<file path="config.mk">
export PLATFORM = sky130hd
export DESIGN_NAME = vga_timing
export DESIGN_NICKNAME = d
export VERILOG_FILES = /design/src/rtl/vga_timing.sv
export SDC_FILE = /design/constraint.sdc
export NUM_CORES = 1
export LEC_CHECK = 0
export ABC_AREA = 0
export CAP_MARGIN = 15
export CORE_MARGIN = 4
export CORE_UTILIZATION = 26
export CTS_BUF_LIST = sky130_fd_sc_hd__clkbuf_2 sky130_fd_sc_hd__clkbuf_4 sky130_fd_sc_hd__clkbuf_8
export CTS_CLUSTER_SIZE = 30
export DETAILED_ROUTE_END_ITERATION = 12
export MAX_ROUTING_LAYER = met4
export SLEW_MARGIN = 20
export SYNTH_ARGS = -nofsm -noshare
export SYNTH_HDL_FRONTEND = slang
export SYNTH_SLANG_ARGS = --single-unit
</file>
<file path="constraint.sdc">
create_clock -name vga_clock -period 2.6 [get_ports vga_clock]
set_input_delay 0.52 -clock vga_clock [delete_from_list [all_inputs] [get_ports vga_clock]]
set_output_delay 0.52 -clock vga_clock [all_outputs]
set_load 0.005 [all_outputs]
</file>
<file path="src/rtl/vga_timing.sv">
// vga_timing: pixel/line counters and registered timing outputs for a
// 640x480-style VGA raster, plus two line-rate step strobes used by the
// game logic (ball and paddle movement).
//
// Ports
//   vga_clock     pixel clock, all logic on the rising edge
//   reset_n       asynchronous active-low reset
//   vga_hs        horizontal sync, active level SYNC_POL
//   vga_vs        vertical sync, active level SYNC_POL
//   dsp_en        current pixel lies in the visible area
//   vga_x, vga_y  current horizontal / vertical position (also in blanking)
//   end_of_frame  one-clock strobe at the first pixel of vertical blanking
//   clk_ball      one-clock strobe every BALL_DIV lines
//   clk_paddle    one-clock strobe every PADDLE_DIV lines
//
// Every output is registered from the same counter sample, so all outputs
// lag the counters by one clock and stay mutually aligned.

module vga_timing #(
  parameter int H_PIXELS   = 640,
  parameter int H_FP       = 16,
  parameter int H_SYNC     = 96,
  parameter int H_BP       = 48,
  parameter int V_PIXELS   = 480,
  parameter int V_FP       = 10,
  parameter int V_SYNC     = 2,
  parameter int V_BP       = 33,
  parameter int SYNC_POL   = 0,
  parameter int BALL_DIV   = 200,
  parameter int PADDLE_DIV = 100
) (
  input  logic       vga_clock,
  input  logic       reset_n,
  output logic       vga_hs,
  output logic       vga_vs,
  output logic       dsp_en,
  output logic [9:0] vga_x,
  output logic [9:0] vga_y,
  output logic       end_of_frame,
  output logic       clk_ball,
  output logic       clk_paddle
);

  localparam int H_TOTAL = H_PIXELS + H_FP + H_SYNC + H_BP;
  localparam int V_TOTAL = V_PIXELS + V_FP + V_SYNC + V_BP;

  localparam logic [9:0] H_LAST   = 10'(H_TOTAL - 1);
  localparam logic [9:0] V_LAST   = 10'(V_TOTAL - 1);
  localparam logic [9:0] H_VIS    = 10'(H_PIXELS);
  localparam logic [9:0] V_VIS    = 10'(V_PIXELS);
  localparam logic [9:0] HS_START = 10'(H_PIXELS + H_FP);
  localparam logic [9:0] HS_END   = 10'(H_PIXELS + H_FP + H_SYNC);
  localparam logic [9:0] VS_START = 10'(V_PIXELS + V_FP);
  localparam logic [9:0] VS_END   = 10'(V_PIXELS + V_FP + V_SYNC);

  localparam logic [11:0] BALL_LAST   = 12'(BALL_DIV - 1);
  localparam logic [11:0] PADDLE_LAST = 12'(PADDLE_DIV - 1);

  localparam logic SYNC_ACT = SYNC_POL[0];

  logic [9:0]  h_cnt;
  logic [9:0]  v_cnt;
  logic [11:0] ball_cnt;
  logic [11:0] paddle_cnt;
  logic        line_start;

  assign line_start = (h_cnt == 10'd0);

  // raster counters
  always_ff @(posedge vga_clock or negedge reset_n) begin
    if (!reset_n) begin
      h_cnt <= '0;
      v_cnt <= '0;
    end else if (h_cnt == H_LAST) begin
      h_cnt <= '0;
      v_cnt <= (v_cnt == V_LAST) ? 10'd0 : v_cnt + 10'd1;
    end else begin
      h_cnt <= h_cnt + 10'd1;
    end
  end

  // Line-rate step counters. They free-run across frames; the strobe is
  // registered together with the other outputs so it lines up with vga_x=0.
  always_ff @(posedge vga_clock or negedge reset_n) begin
    if (!reset_n) begin
      ball_cnt   <= '0;
      paddle_cnt <= '0;
      clk_ball   <= 1'b0;
      clk_paddle <= 1'b0;
    end else begin
      clk_ball   <= 1'b0;
      clk_paddle <= 1'b0;
      if (line_start) begin
        if (ball_cnt == BALL_LAST) begin
          ball_cnt <= '0;
          clk_ball <= 1'b1;
        end else begin
          ball_cnt <= ball_cnt + 12'd1;
        end
        if (paddle_cnt == PADDLE_LAST) begin
          paddle_cnt <= '0;
          clk_paddle <= 1'b1;
        end else begin
          paddle_cnt <= paddle_cnt + 12'd1;
        end
      end
    end
  end

  // registered timing outputs, all taken from the same (h_cnt, v_cnt) sample
  always_ff @(posedge vga_clock or negedge reset_n) begin
    if (!reset_n) begin
      vga_x        <= '0;
      vga_y        <= '0;
      dsp_en       <= 1'b0;
      vga_hs       <= ~SYNC_ACT;
      vga_vs       <= ~SYNC_ACT;
      end_of_frame <= 1'b0;
    end else begin
      vga_x        <= h_cnt;
      vga_y        <= v_cnt;
      dsp_en       <= (h_cnt < H_VIS) && (v_cnt < V_VIS);
      vga_hs       <= ((h_cnt >= HS_START) && (h_cnt < HS_END)) ? SYNC_ACT : ~SYNC_ACT;
      vga_vs       <= ((v_cnt >= VS_START) && (v_cnt < VS_END)) ? SYNC_ACT : ~SYNC_ACT;
      end_of_frame <= line_start && (v_cnt == V_VIS);
    end
  end

endmodule

</file>
Word-level counts from Yosys, hierarchy flattened. Index checks and enable logic that the tools add are counted.

Output and inout bits: 26. Bits of input ports: 2. Logic and storage cells: 42. Flip-flop bits (word level): 70.

$lt $le $gt $ge: 6. Reduce and logical (&&, ||, !) cells: 5. Equality and inequality tests: 5. Mux-type cells: 10. $add $sub $neg: 4.

Operators by type and width (count): 12-bit by 1-bit adder with 12-bit output, second input constant (2); 12-bit two-way mux (2); 10-bit by 1-bit adder with 10-bit output, second input constant (2); 10-bit equality test, second input constant (2); 10-bit less-than comparator, second input constant (2); 10-bit by 9-bit less-than comparator with 1-bit output, second input constant (2); 10-bit two-way mux (2); 12-bit by 7-bit equality test with 1-bit output, second input constant (1); 12-bit by 8-bit equality test with 1-bit output, second input constant (1); 10-bit by 9-bit equality test with 1-bit output, second input constant (1); 10-bit >= comparator, second input constant (1); 10-bit by 9-bit >= comparator with 1-bit output, second input constant (1); 10-bit zero test (1); 1-bit two-way mux (6); 1-bit logical AND (4).

Longest topological paths before layout. Gate-level depths: netlist of run 1.

Word-level depth: 3. Mapped depth: 7. Mapped depth without buffers: 6.

Worst setup path after synthesis of run 1. No wires, ideal clock.

Path kind: reg2reg. Start: reg h_cnt[5]. End: reg v_cnt[9]. Setup time: 0.077 ns. Path slack: 0.758 ns. Clock period less this slack: 1.842 ns. Path buffers: 1. Data arrival time: 1.765 ns. Required time: 2.523 ns. Cell stages (with the launch flop): 6. Cell sequence: dfrtp_1 > or2_1 > buf_6 > or4_4 > or3_1 > a21oi_1.

Word-level cells in the longest chain between the ends: 1.

RTL lines: start: declaration (line 61) `logic [9:0] h_cnt;`; start signal: assignment (line 78) `h_cnt <= h_cnt + 10'd1;`; 10-bit equality test (line 74) `end else if (h_cnt == H_LAST) begin`; end signal: assignment (line 76) `v_cnt <= (v_cnt == V_LAST) ? 10'd0 : v_cnt + 10'd1;`; end: declaration (line 62) `logic [9:0] v_cnt;`.

No other way between the ends. A chain may end at the register's enable or synchronous reset.

Worst setup path in the final report of run 1.
Start: reg h_cnt[2]. End: reg ball_cnt[10].

Word-level cells in the longest chain between the ends: 1.

RTL lines: 10-bit zero test (line 67) `assign line_start = (h_cnt == 10'd0);`; end signal: assignment (line 98) `ball_cnt <= ball_cnt + 12'd1;`; end: declaration (line 63) `logic [11:0] ball_cnt;`.

No other way between the ends.

==> metrics.txt, run 1 <==
# TYPE chip_impl_metric gauge
chip_impl_metric{name="timing.setup.tns",unit="ps"} 0
chip_impl_metric{name="fillCellCount",unit=""} 1099
chip_impl_metric{name="drt_first_iter_violations",unit=""} 96
chip_impl_metric{name="cts-resized-gates",unit=""} 0
chip_impl_metric{name="fin_worst_skew",unit="ps"} 9.74
chip_impl_metric{name="design.portCount",unit=""} 28
chip_impl_metric{name="clock_edge_transition_at_the_registers_on_the_reported_setup_and_hold_paths",unit="ps"} 80
chip_impl_metric{name="via_count_of_the_first_global_routing_pass",unit=""} 1959
chip_impl_metric{name="worst_pin_slew",unit="ps"} 676
chip_impl_metric{name="drive_gt1_frac",unit=""} 0.0954
chip_impl_info{name="cp-end-kind",value="flop"} 1
chip_impl_metric{name="htreeDepth",unit=""} 3
chip_impl_metric{name="cp_data_arrival_time",unit="ps"} 2310
chip_impl_metric{name="cap_violations",unit=""} 0
chip_impl_metric{name="final.min_clock_period",unit="ps"} 2030
chip_impl_metric{name="crit_path_max_fanout",unit=""} 7
chip_impl_metric{name="antennaDiodeCount",unit=""} 0
chip_impl_metric{name="port_buffers",unit=""} 27
chip_impl_info{name="status",value="completed"} 1
chip_impl_metric{name="yosysUniqueCellTypes",unit=""} 35
chip_impl_metric{name="grt_start_max_net_pins",unit=""} 43
chip_impl_metric{name="timing.slew.headroom",unit=""} 0.549
chip_impl_metric{name="synthCells",unit=""} 242
chip_impl_metric{name="drt_first_pass_iters",unit=""} 4
chip_impl_metric{name="fp.coreArea",unit="sq um"} 10800
chip_impl_metric{name="postSynthNetCount",unit=""} 250
chip_impl_metric{name="synth-xor-area-share",unit=""} 0.0790
chip_impl_metric{name="finalMaxSlewViolations",unit=""} 0
chip_impl_metric{name="post_cts_setup_inserts",unit=""} 0
chip_impl_metric{name="vias_per_cell",unit=""} 4.53
chip_impl_info{name="critical_path_start_type",value="flop"} 1
chip_impl_metric{name="area_of_the_die",unit="sq um"} 12800
chip_impl_info{name="clock_tree.root_cell",value="clkbuf_8"} 1
chip_impl_metric{name="dp_slack",unit="ps"} 608
chip_impl_metric{name="design.final.nets",unit=""} 286
chip_impl_metric{name="seq_area_frac_synth",unit=""} 0.609
chip_impl_metric{name="floorplan.rows",unit=""} 38
chip_impl_info{name="timing_worst_setup_path_type",value="flop to flop"} 1
chip_impl_metric{name="power.total",unit="W"} 0.00202
chip_impl_metric{name="layout_setup_ws",unit="ps"} 568
chip_impl_metric{name="avgSynthCellArea",unit="sq um"} 11.9
chip_impl_metric{name="synth-simple-area-share",unit=""} 0.208
chip_impl_metric{name="grt_total_usage",unit=""} 0.0989
chip_impl_info{name="cts_tree",value="done"} 1
chip_impl_metric{name="gpl.final_weighted_congestion",unit=""} 0.773
chip_impl_info{name="min_path_type",value="primary input to asynchronous set/reset pin"} 1
chip_impl_metric{name="synth.yosys.warnings",unit=""} 0
chip_impl_info{name="r2r-start",value="h_cnt[2]$_DFF_PN0_"} 1
chip_impl_metric{name="die_w",unit="um"} 113
chip_impl_metric{name="mappedNetlistArea",unit="sq um"} 2880
chip_impl_info{name="regToRegEndpoint",value="ball_cnt[10]$_DFFE_PN0N_"} 1
chip_impl_metric{name="clkLatencyLatePin",unit="ps"} 350
chip_impl_metric{name="yosys-mux-area-fraction",unit=""} 0.0117
chip_impl_metric{name="drc",unit=""} 0
chip_impl_metric{name="power.leakage",unit="nW"} 1.55
chip_impl_metric{name="grt_pass1_wl",unit="um"} 9740
chip_impl_info{name="rsz0062_at_grt",value="no"} 1
chip_impl_metric{name="setup_violations",unit=""} 0
chip_impl_metric{name="fin_crit_sh",unit=""} 0.782
chip_impl_metric{name="r2r_worst_path_depth",unit=""} 4
chip_impl_metric{name="num_vias",unit=""} 1915
chip_impl_metric{name="cts_hold_buf",unit=""} 0
chip_impl_metric{name="synth.ff_latch_count",unit=""} 70
chip_impl_metric{name="timing.fmax",unit="MHz"} 492
chip_impl_metric{name="reg2reg_slack",unit="ps"} 570
chip_impl_metric{name="cts_made_buffers",unit=""} 9
chip_impl_metric{name="peakVddDrop",unit="mV"} 0.195
chip_impl_metric{name="globalRoute.totalOverflow",unit=""} 0
chip_impl_metric{name="ant_nets",unit=""} 0
chip_impl_metric{name="cts-root-to-sink-buffers",unit=""} 2
chip_impl_metric{name="chipHeight",unit="um"} 113
chip_impl_metric{name="antenna_found_initial",unit=""} 0
chip_impl_metric{name="place_hpwl",unit="um"} 3900
chip_impl_metric{name="initial_core_util",unit=""} 0.266
chip_impl_metric{name="required",unit="ps"} 2880
chip_impl_metric{name="layout-area-overhead-vs-synth",unit="%"} 22.6
chip_impl_metric{name="timing.final.hold_violations",unit=""} 0
chip_impl_metric{name="p_per_area",unit="nW/um^2"} 570
chip_impl_metric{name="clock_sinks",unit=""} 70
chip_impl_metric{name="totalWireLength",unit="um"} 5700
chip_impl_info{name="synth_top_family_by_area",value="simple AND/OR/NAND/NOR gates"} 1
chip_impl_metric{name="post_synth_fa_ha_maj_area_fraction",unit=""} 0.0261
chip_impl_metric{name="wl_per_cell",unit="um"} 13.5
chip_impl_metric{name="share_of_the_synthesized_area_in_compound_gates_ao_oa_aoi_oai",unit=""} 0.0486
==> flip-flops by register name, summed over array words and instances (netlist names), 10 cells and up <==
name,count
paddle_cnt,12
vga_x,10
v_cnt,10
ball_cnt,12
vga_y,10
h_cnt,10
==> layout make-up <==
| cell class | instances | area, sq um | area share |
|---|---|---|---|
| multi-input cells | 161 | 1080 | 0.305 |
| repair buffers | 30 | 300 | 0.0850 |
| clock inverters | 7 | 81.3 | 0.0230 |
| well taps | 140 | 175 | 0.0496 |
| inverters | 6 | 22.5 | 0.00637 |
| flip-flops and latches | 70 | 1750 | 0.496 |
| clock buffers | 9 | 124 | 0.0351 |
==> logic make-up after synthesis <==
group | count (synthesis)
and+or+nand+nor | 104
DFF | 70
xor gates and xnor gates | 26
AOI/OAI and AO/OA | 22
buffers and inverters | 11
adders and majority gates | 6
muxes | 3
==> per-layer routing <==
metal,global-route usage,vias up,wire length (um)
li1,-,944,-
met5,-,-,0
met3,0.0283,12,221
met4,0.0433,0,123
met1,0.125,924,2630
met2,0.148,35,2730
==> layout by cell type, fill, tap and decap left out, types with 2 or more instances in the layout <==
master and count:
nor3_1 6, nand3_1 17, xor2_1 7, ha_1 6, nand2_1 11, and4_1 4, nor2_1 14, or4_1 4
xnor2_1 19, mux2_2 3, and2_1 4, and3_1 8, dfrtp_1 68, clkinv_4 3, inv_6 2, a22o_1 6
dfstp_2 2, clkbuf_8 9, nand4_1 13, a21oi_1 2, nor3b_1 2, buf_4 2, nand4b_1 2, nor2b_1 3
clkdlybuf4s50_1 26, nor4_1 5, o21ai_0 11, inv_1 6, or3_1 6
==> Yosys cell counts <==
cell,count,share of area
o31ai_1,1,0.0026
buf_6,1,0.0039
buf_2,2,0.0035
mux2_2,3,0.012
nand3_1,17,0.030
dfstp_2,2,0.018
a21oi_1,2,0.0035
and2_1,4,0.0087
nor3_1,6,0.010
ha_1,6,0.026
or3_1,6,0.013
a21o_1,1,0.0026
or4_1,4,0.010
o21a_1,1,0.0026
nor4_1,5,0.011
or4_4,1,0.0039
nor3b_1,2,0.0052
inv_1,6,0.0078
and3b_1,1,0.0030
and4_1,4,0.012
xor2_1,7,0.021
xnor2_1,19,0.058
o21ai_0,11,0.019
nand4_1,13,0.028
and4b_1,1,0.0035
and3_1,8,0.017
dfrtp_1,68,0.59
nor2_1,14,0.018
nand2_1,11,0.014
clkbuf_1,2,0.0026
a22o_1,6,0.018
nor4_2,1,0.0043
nor2b_1,3,0.0065
or2_1,1,0.0022
nand4b_1,2,0.0061
==> metrics by stage <==
step | hold WS [ps] | area [sq um] | util | cells
CTS | 222 | 3530 | 0.326 | 423
floorplan | 224 | 2880 | - | 242
global route | 262 | 3530 | 0.326 | 423
detailed placement | 425 | 3330 | 0.307 | 407
global placement | 420 | 3330 | 0.307 | 407
finish | 200 | 3530 | 0.326 | 423
==> where the power goes <==
part	total (W)	internal [W]	switching (W)
sequential	0.00109	0.00109	0
combinational	0.0000243	0.00000359	0.0000207
clock	0.000903	0.000454	0.000449
==> critical path, cell delays in order, from the launching register on <==
cell	delay [ps]
dfrtp_1	470
nor4_1	530
nand3_1	350
nor4_1	430
xor2_1	170
==> worst max-delay path by stage <==
stage                                  start                        to  slack, ps  cells after the start
final                     h_cnt[2]$_DFF_PN0_  ball_cnt[10]$_DFFE_PN0N_        570                      4
after global routing      h_cnt[0]$_DFF_PN0_      v_cnt[6]$_DFFE_PN0N_        340                      5
after CTS                 h_cnt[0]$_DFF_PN0_      v_cnt[4]$_DFFE_PN0N_        560                      5
after detailed placement  h_cnt[0]$_DFF_PN0_      v_cnt[4]$_DFFE_PN0N_        610                      5
after global placement    h_cnt[2]$_DFF_PN0_  ball_cnt[10]$_DFFE_PN0N_        640                      4
after floorplan           h_cnt[5]$_DFF_PN0_      v_cnt[9]$_DFFE_PN0N_        760                      5
No activity file was read; power rests on OpenSTA's default activity.
==> run 2: changes to the inputs <==
Clock period 2.6 ns to 2 ns, I/O delays scaled along.
==> run 2 against run 1 <==
Net effect:
- power grew 33%
- sequential cell count is the same
- first-iteration DRC count shrank 15%
- clock-buffer cell count is the same
- critical path depth is the same
- maximum frequency grew 9.7%
- sequential share of layout area shrank 1.8 points
- sequential power grew 29%
- register-to-register slack lost 420 ps
- critical path type unchanged
- critical endpoint is now ball_cnt[0]$_DFFE_PN0N_
==> metrics.txt, run 2 (synthesis results as in run 1) <==
# TYPE chip_impl_metric gauge
chip_impl_metric{name="power.leakage",unit="nW"} 1.63
chip_impl_metric{name="timing.final.hold_violations",unit=""} 0
chip_impl_info{name="leading_cell_type_in_the_layout_fill_and_taps_excluded",value="dfrtp_1"} 1
chip_impl_metric{name="drt_first_pass_iters",unit=""} 4
chip_impl_metric{name="cp_data_arrival_time",unit="ps"} 2080
chip_impl_metric{name="num_vias",unit=""} 1981
chip_impl_info{name="critical_path_start_type",value="flop"} 1
chip_impl_metric{name="wl_per_cell",unit="um"} 13.3
chip_impl_metric{name="drc",unit=""} 0
chip_impl_metric{name="timing.slew.headroom",unit=""} 0.663
chip_impl_metric{name="cap_violations",unit=""} 0
chip_impl_metric{name="grt_start_max_net_pins",unit=""} 71
chip_impl_metric{name="comb_power_share",unit=""} 0.012
chip_impl_metric{name="power_frac_clock",unit=""} 0.459
chip_impl_metric{name="fp.coreArea",unit="sq um"} 10800
chip_impl_metric{name="timing.fmax",unit="MHz"} 540
chip_impl_metric{name="floorplan.rows",unit=""} 38
chip_impl_metric{name="area_of_the_die",unit="sq um"} 12800
chip_impl_metric{name="die_w",unit="um"} 113
chip_impl_info{name="top_regs",value="ball_cnt x12, paddle_cnt x12"} 1
chip_impl_metric{name="fin_worst_skew",unit="ps"} 9.44
chip_impl_metric{name="place_hpwl",unit="um"} 3930
chip_impl_info{name="cp-end-kind",value="flop"} 1
chip_impl_info{name="timing_worst_setup_path_type",value="flop to flop"} 1
chip_impl_metric{name="cellInternalPower",unit="W"} 0.00211
chip_impl_metric{name="timing.setup.tns",unit="ps"} 0
chip_impl_metric{name="vias_per_cell",unit=""} 4.53
chip_impl_metric{name="switchingPower",unit="W"} 0.000560
chip_impl_metric{name="gpl.final_weighted_congestion",unit=""} 0.804
chip_impl_metric{name="peakVddDrop",unit="mV"} 0.343
chip_impl_metric{name="design.final.nets",unit=""} 300
chip_impl_metric{name="antennaDiodeCount",unit=""} 0
chip_impl_metric{name="reg2reg_slack",unit="ps"} 150
chip_impl_metric{name="design.portCount",unit=""} 28
chip_impl_info{name="min_path_type",value="primary input to asynchronous set/reset pin"} 1
chip_impl_metric{name="final.min_clock_period",unit="ps"} 1850
chip_impl_metric{name="initial_core_util",unit=""} 0.266
chip_impl_metric{name="layout-area-overhead-vs-synth",unit="%"} 27.3
chip_impl_metric{name="globalRoute.totalOverflow",unit=""} 0
chip_impl_metric{name="htreeDepth",unit=""} 3
chip_impl_metric{name="clock_sinks",unit=""} 70
chip_impl_metric{name="grt_total_usage",unit=""} 0.102
chip_impl_metric{name="worst_pin_slew",unit="ps"} 502
chip_impl_metric{name="antenna_found_initial",unit=""} 0
chip_impl_metric{name="fillCellCount",unit=""} 1113
chip_impl_metric{name="finalMaxSlewViolations",unit=""} 0
chip_impl_metric{name="via_count_of_the_first_global_routing_pass",unit=""} 2076
chip_impl_info{name="cts_tree",value="done"} 1
chip_impl_metric{name="post_cts_setup_inserts",unit=""} 0
chip_impl_metric{name="chipHeight",unit="um"} 113
chip_impl_metric{name="p_per_area",unit="nW/um^2"} 729
chip_impl_metric{name="crit_path_max_fanout",unit=""} 5
chip_impl_metric{name="r2r_worst_path_depth",unit=""} 4
chip_impl_metric{name="clock_edge_transition_at_the_registers_on_the_reported_setup_and_hold_paths",unit="ps"} 70
chip_impl_metric{name="finish.instance_area",unit="sq um"} 3670
chip_impl_metric{name="power.share.switching",unit=""} 0.209
chip_impl_info{name="status",value="completed"} 1
chip_impl_info{name="clock_tree.root_cell",value="clkbuf_8"} 1
chip_impl_metric{name="totalWireLength",unit="um"} 5790
chip_impl_metric{name="cts_made_buffers",unit=""} 9
chip_impl_info{name="most_frequent_cells_in_the_layout",value="dfrtp_1, clkdlybuf4s50_1, xnor2_1"} 1
chip_impl_metric{name="ant_nets",unit=""} 0
chip_impl_metric{name="port_buffers",unit=""} 27
chip_impl_metric{name="fin_crit_sh",unit=""} 0.926
chip_impl_info{name="rsz0062_at_grt",value="no"} 1
chip_impl_metric{name="clkLatencyLatePin",unit="ps"} 340
chip_impl_metric{name="drt_first_iter_violations",unit=""} 82
chip_impl_metric{name="required",unit="ps"} 2230
chip_impl_metric{name="cts-root-to-sink-buffers",unit=""} 2
chip_impl_metric{name="grt_pass1_wl",unit="um"} 10000
chip_impl_metric{name="drive_gt1_frac",unit=""} 0.138
chip_impl_metric{name="power.share.sequential",unit=""} 0.529
chip_impl_metric{name="dpl-instance-area",unit="sq um"} 3450
chip_impl_metric{name="setup_violations",unit=""} 0
[run 2: area by class of cell]
type | instances | area (sq um) | area share
multi-input combinational | 161 | 1080 | 0.296
clock buffer | 9 | 124 | 0.0338
timing repair buffer | 44 | 418 | 0.114
inverter | 6 | 22.5 | 0.00614
sequential | 70 | 1750 | 0.478
clock inverter | 7 | 88.8 | 0.0242
tap | 140 | 175 | 0.0478
[run 2: power by group through the flow]
stage / Sequential, W / Combinational (W) / Clock [W]
after global placement: 0.00144 / 0.0000338 / 0
after global routing: 0.00141 / 0.0000385 / 0.00132
after floorplan: 0.00144 / 0.000000000412 / 0
final: 0.00141 / 0.0000316 / 0.00123
after detailed placement: 0.00144 / 0.0000344 / 0
after CTS: 0.00141 / 0.0000344 / 0.00126
[run 2: path summary, 6_finish.rpt]
check / startpoint / to
max in group asynchronous: reset_n / vga_vs$_DFF_PN1_
setup / recovery: ball_cnt[8]$_DFFE_PN0N_ / ball_cnt[0]$_DFFE_PN0N_
setup reg to reg: ball_cnt[8]$_DFFE_PN0N_ / ball_cnt[0]$_DFFE_PN0N_
hold reg to reg: v_cnt[8]$_DFFE_PN0N_ / vga_y[8]$_DFF_PN0_
min in group vga_clock: v_cnt[8]$_DFFE_PN0N_ / vga_y[8]$_DFF_PN0_
hold / removal: reset_n / ball_cnt[8]$_DFFE_PN0N_
[run 2: critical path, stage by stage, from the launching register on]
cell and delay, ps:
dfrtp_1 420, or4_1 570, nor4_4 340, nor2_1 140, mux2_2 280
[run 2: per-stage QoR]
stage               total power, W  std cells  hold slack [ps]  utilization  setup WS, ps
detailed placement         0.00148        421              430        0.318          66.2
global placement           0.00148        421              434        0.318           183
floorplan                  0.00144        242              104            -           158
global route               0.00278        437              100        0.338          27.8
finish                     0.00268        437             85.3        0.338           147
CTS                        0.00271        437             83.4        0.337          51.5
[run 2: metal layers]
metal  GRT usage  part of all wire  routed length (um)  vias up
li1            -                 -                   -      965
met5           -                 0                   0        -
met4      0.0393             0.017                  97        0
met3      0.0305             0.032                 183       12
met1       0.126              0.47                2690      976
met2       0.156              0.49                2820       28
[run 2: what timing repair did]
action                     4_1_cts  5_1_grt
hold buffers                     0        0
setup endpoints to repair        0        3
gates resized for setup          0        1
==> run 3: changes to the inputs <==
Settings changed: CTS_CLUSTER_SIZE 30 to unset.
Clock period 2 ns to 1.69 ns, I/O delays scaled along.
==> run 3 against run 2 <==
Net effect:
- the run now ends with setup timing left
- critical path depth up 1
- register-to-register slack worse by 210 ps
- die area unchanged
- worst hold slack better by 370 ps
- cell count up 8.5%
- power up 17%
- maximum frequency up 5.5%
- clock power up 15%
- global-route usage up 0.58 points
- core utilization up 3.8 points
- critical endpoint is now v_cnt[9]$_DFFE_PN0N_
- largest cell class unchanged
==> metrics.txt, run 3 (synthesis results as in run 1) <==
# TYPE chip_impl_metric gauge
chip_impl_info{name="cts_tree",value="done"} 1
chip_impl_info{name="min_path_type",value="primary input to asynchronous set/reset pin"} 1
chip_impl_metric{name="globalRoute.totalOverflow",unit=""} 0
chip_impl_metric{name="crit_path_max_fanout",unit=""} 3
chip_impl_info{name="top_regs",value="ball_cnt x12, paddle_cnt x12"} 1
chip_impl_metric{name="finish.instance_area",unit="sq um"} 4080
chip_impl_metric{name="layout-area-overhead-vs-synth",unit="%"} 41.5
chip_impl_info{name="timing_worst_setup_path_type",value="flop to flop"} 1
chip_impl_metric{name="timing.setup.tns",unit="ps"} -117
chip_impl_metric{name="place_hpwl",unit="um"} 4360
chip_impl_metric{name="final-instance-count-excl-fill",unit=""} 474
chip_impl_info{name="critical_path_start_type",value="flop"} 1
chip_impl_metric{name="fin_worst_skew",unit="ps"} 9.93
chip_impl_metric{name="final.min_clock_period",unit="ps"} 1760
chip_impl_metric{name="critical_path.max_stage_delay",unit="ps"} 540
chip_impl_metric{name="fillCellCount",unit=""} 1076
chip_impl_metric{name="timing.slew.headroom",unit=""} 0.725
chip_impl_metric{name="area_of_the_die",unit="sq um"} 12800
chip_impl_metric{name="cts_made_buffers",unit=""} 9
chip_impl_metric{name="initial_core_util",unit=""} 0.266
chip_impl_info{name="crit_chain",value="ha_4 > nand4_1 > or4_4 > or3_4 > a21oi_2"} 1
chip_impl_metric{name="layout_setup_ws",unit="ps"} -65.7
chip_impl_info{name="clock_tree.root_cell",value="clkbuf_8"} 1
chip_impl_metric{name="critPathBufInv",unit=""} 0
chip_impl_metric{name="design.portCount",unit=""} 28
chip_impl_info{name="cp-endpoint",value="v_cnt[9]$_DFFE_PN0N_"} 1
chip_impl_metric{name="floorplan.rows",unit=""} 38
chip_impl_metric{name="required",unit="ps"} 1960
chip_impl_metric{name="p_per_area",unit="nW/um^2"} 767
chip_impl_metric{name="die_w",unit="um"} 113
chip_impl_metric{name="power.leakage",unit="nW"} 1.84
chip_impl_metric{name="port_buffers",unit=""} 27
chip_impl_metric{name="num_vias",unit=""} 2135
chip_impl_metric{name="reg2reg_slack",unit="ps"} -70
chip_impl_metric{name="clock_sinks",unit=""} 70
chip_impl_metric{name="design.final.nets",unit=""} 337
chip_impl_metric{name="antenna_found_initial",unit=""} 0
chip_impl_info{name="leading_cell_type_in_the_layout_fill_and_taps_excluded",value="dfrtp_1"} 1
chip_impl_info{name="status",value="complete, but fails checks"} 1
chip_impl_metric{name="r2r_worst_path_depth",unit=""} 5
chip_impl_metric{name="clock_edge_transition_at_the_registers_on_the_reported_setup_and_hold_paths",unit="ps"} 80
chip_impl_metric{name="worst_pin_slew",unit="ps"} 412
chip_impl_info{name="r2r-start",value="h_cnt[0]$_DFF_PN0_"} 1
chip_impl_metric{name="ant_nets",unit=""} 0
chip_impl_metric{name="fin_crit_sh",unit=""} 1.04
chip_impl_metric{name="htreeDepth",unit=""} 3
chip_impl_info{name="crit_family",value="simple AND/OR/NAND/NOR gates"} 1
chip_impl_metric{name="grt_total_usage",unit=""} 0.107
chip_impl_metric{name="numPlacedInstances",unit=""} 452
chip_impl_metric{name="cap_violations",unit=""} 0
chip_impl_metric{name="vias_per_cell",unit=""} 4.50
chip_impl_metric{name="hold_slack",unit="ps"} 452
chip_impl_metric{name="gpl.final_weighted_congestion",unit=""} 0.834
chip_impl_info{name="regToRegEndpoint",value="v_cnt[9]$_DFFE_PN0N_"} 1
chip_impl_metric{name="clkLatencyLatePin",unit="ps"} 350
chip_impl_metric{name="drc",unit=""} 0
chip_impl_metric{name="final_core_utilization",unit=""} 0.376
chip_impl_info{name="worstSetupStartpoint",value="h_cnt[0]$_DFF_PN0_"} 1
chip_impl_metric{name="finalMaxSlewViolations",unit=""} 0
chip_impl_info{name="critical-path-slowest-cell",value="or4_4"} 1
chip_impl_info{name="most_frequent_cells_in_the_layout",value="dfrtp_1, buf_4, clkdlybuf4s50_1"} 1
chip_impl_metric{name="wl_per_cell",unit="um"} 13.3
chip_impl_metric{name="antennaDiodeCount",unit=""} 0
chip_impl_metric{name="grt_pass1_wl",unit="um"} 10600
chip_impl_metric{name="peakVddDrop",unit="mV"} 0.317
chip_impl_metric{name="cp_data_arrival_time",unit="ps"} 2030
chip_impl_info{name="failed_checks",value="setup timing"} 1
chip_impl_info{name="rsz0062_at_grt",value="yes"} 1
chip_impl_metric{name="critical_path_cell_count",unit=""} 5
chip_impl_metric{name="drt_first_pass_iters",unit=""} 4
chip_impl_metric{name="cts-root-to-sink-buffers",unit=""} 2
chip_impl_metric{name="timing.final.hold_violations",unit=""} 0
chip_impl_metric{name="timing.fmax",unit="MHz"} 570
chip_impl_metric{name="fp.coreArea",unit="sq um"} 10800
chip_impl_metric{name="setup_violations",unit=""} 5
chip_impl_metric{name="dpl-instance-area",unit="sq um"} 3710
chip_impl_metric{name="totalWireLength",unit="um"} 6290
chip_impl_metric{name="chipHeight",unit="um"} 113
chip_impl_metric{name="via_count_of_the_first_global_routing_pass",unit=""} 2209
chip_impl_info{name="cp-end-kind",value="flop"} 1
chip_impl_metric{name="grt_start_max_net_pins",unit=""} 30
chip_impl_metric{name="drt_first_iter_violations",unit=""} 66
chip_impl_metric{name="drive_gt1_frac",unit=""} 0.299
run 3: repair_timing:
action | 4_1_cts | 5_1_grt
pin swaps | 3 | 10
setup endpoints to repair | 28 | 31
setup buffers | 3 | 3
gates cloned | 0 | 0
hold buffers | 1 | 0
gates resized for setup | 11 | 16
endpoints found under the hold margin | 13 | 0
run 3: stage by stage:
stage                     setup WS, ps  power (W)
after detailed placement         -96.1    0.00175
after global routing              -146    0.00325
after global placement           -60.1    0.00175
final                            -65.7    0.00312
after floorplan                  -50.7    0.00171
after CTS                        -39.0    0.00316
run 3: layout make-up:
cell class	count	area (sq um)	area share
clock buffer	10	138	0.0338
clock inverter	6	68.8	0.0169
inverter	6	22.5	0.00552
multi-input combinational	161	1210	0.296
sequential	70	1750	0.430
tap	140	175	0.0430
timing repair buffer	81	712	0.175
run 3: metal layers:
| layer | global-route usage | up-vias | part of all wire |
|---|---|---|---|
| met3 | 0.0241 | 11 | 0.030 |
| met2 | 0.171 | 29 | 0.50 |
| met1 | 0.135 | 1049 | 0.45 |
| li1 | - | 1046 | - |
| met5 | - | - | 0 |
| met4 | 0.0385 | 0 | 0.017 |
run 3: worst min path at each step:
stage	startpoint	slack, ps	to	depth (start not counted)
2_1_floorplan	reset_n	40	ball_cnt[0]$_DFFE_PN0N_	0
3_3_place_gp	reset_n	290	clk_ball$_DFF_PN0_	1
3_5_place_dp	reset_n	290	clk_ball$_DFF_PN0_	1
4_1_cts	reset_n	470	clk_ball$_DFF_PN0_	2
5_1_grt	v_cnt[8]$_DFFE_PN0N_	470	vga_y[8]$_DFF_PN0_	0
6_report	reset_n	450	clk_ball$_DFF_PN0_	2
run 3: power by group:
group          internal [W]  leakage [nW]  switching, W
Clock              0.000732         0.103      0.000673
Combinational     0.0000116         0.801     0.0000339
Sequential          0.00167         0.932             0
Total               0.00242          1.84      0.000707
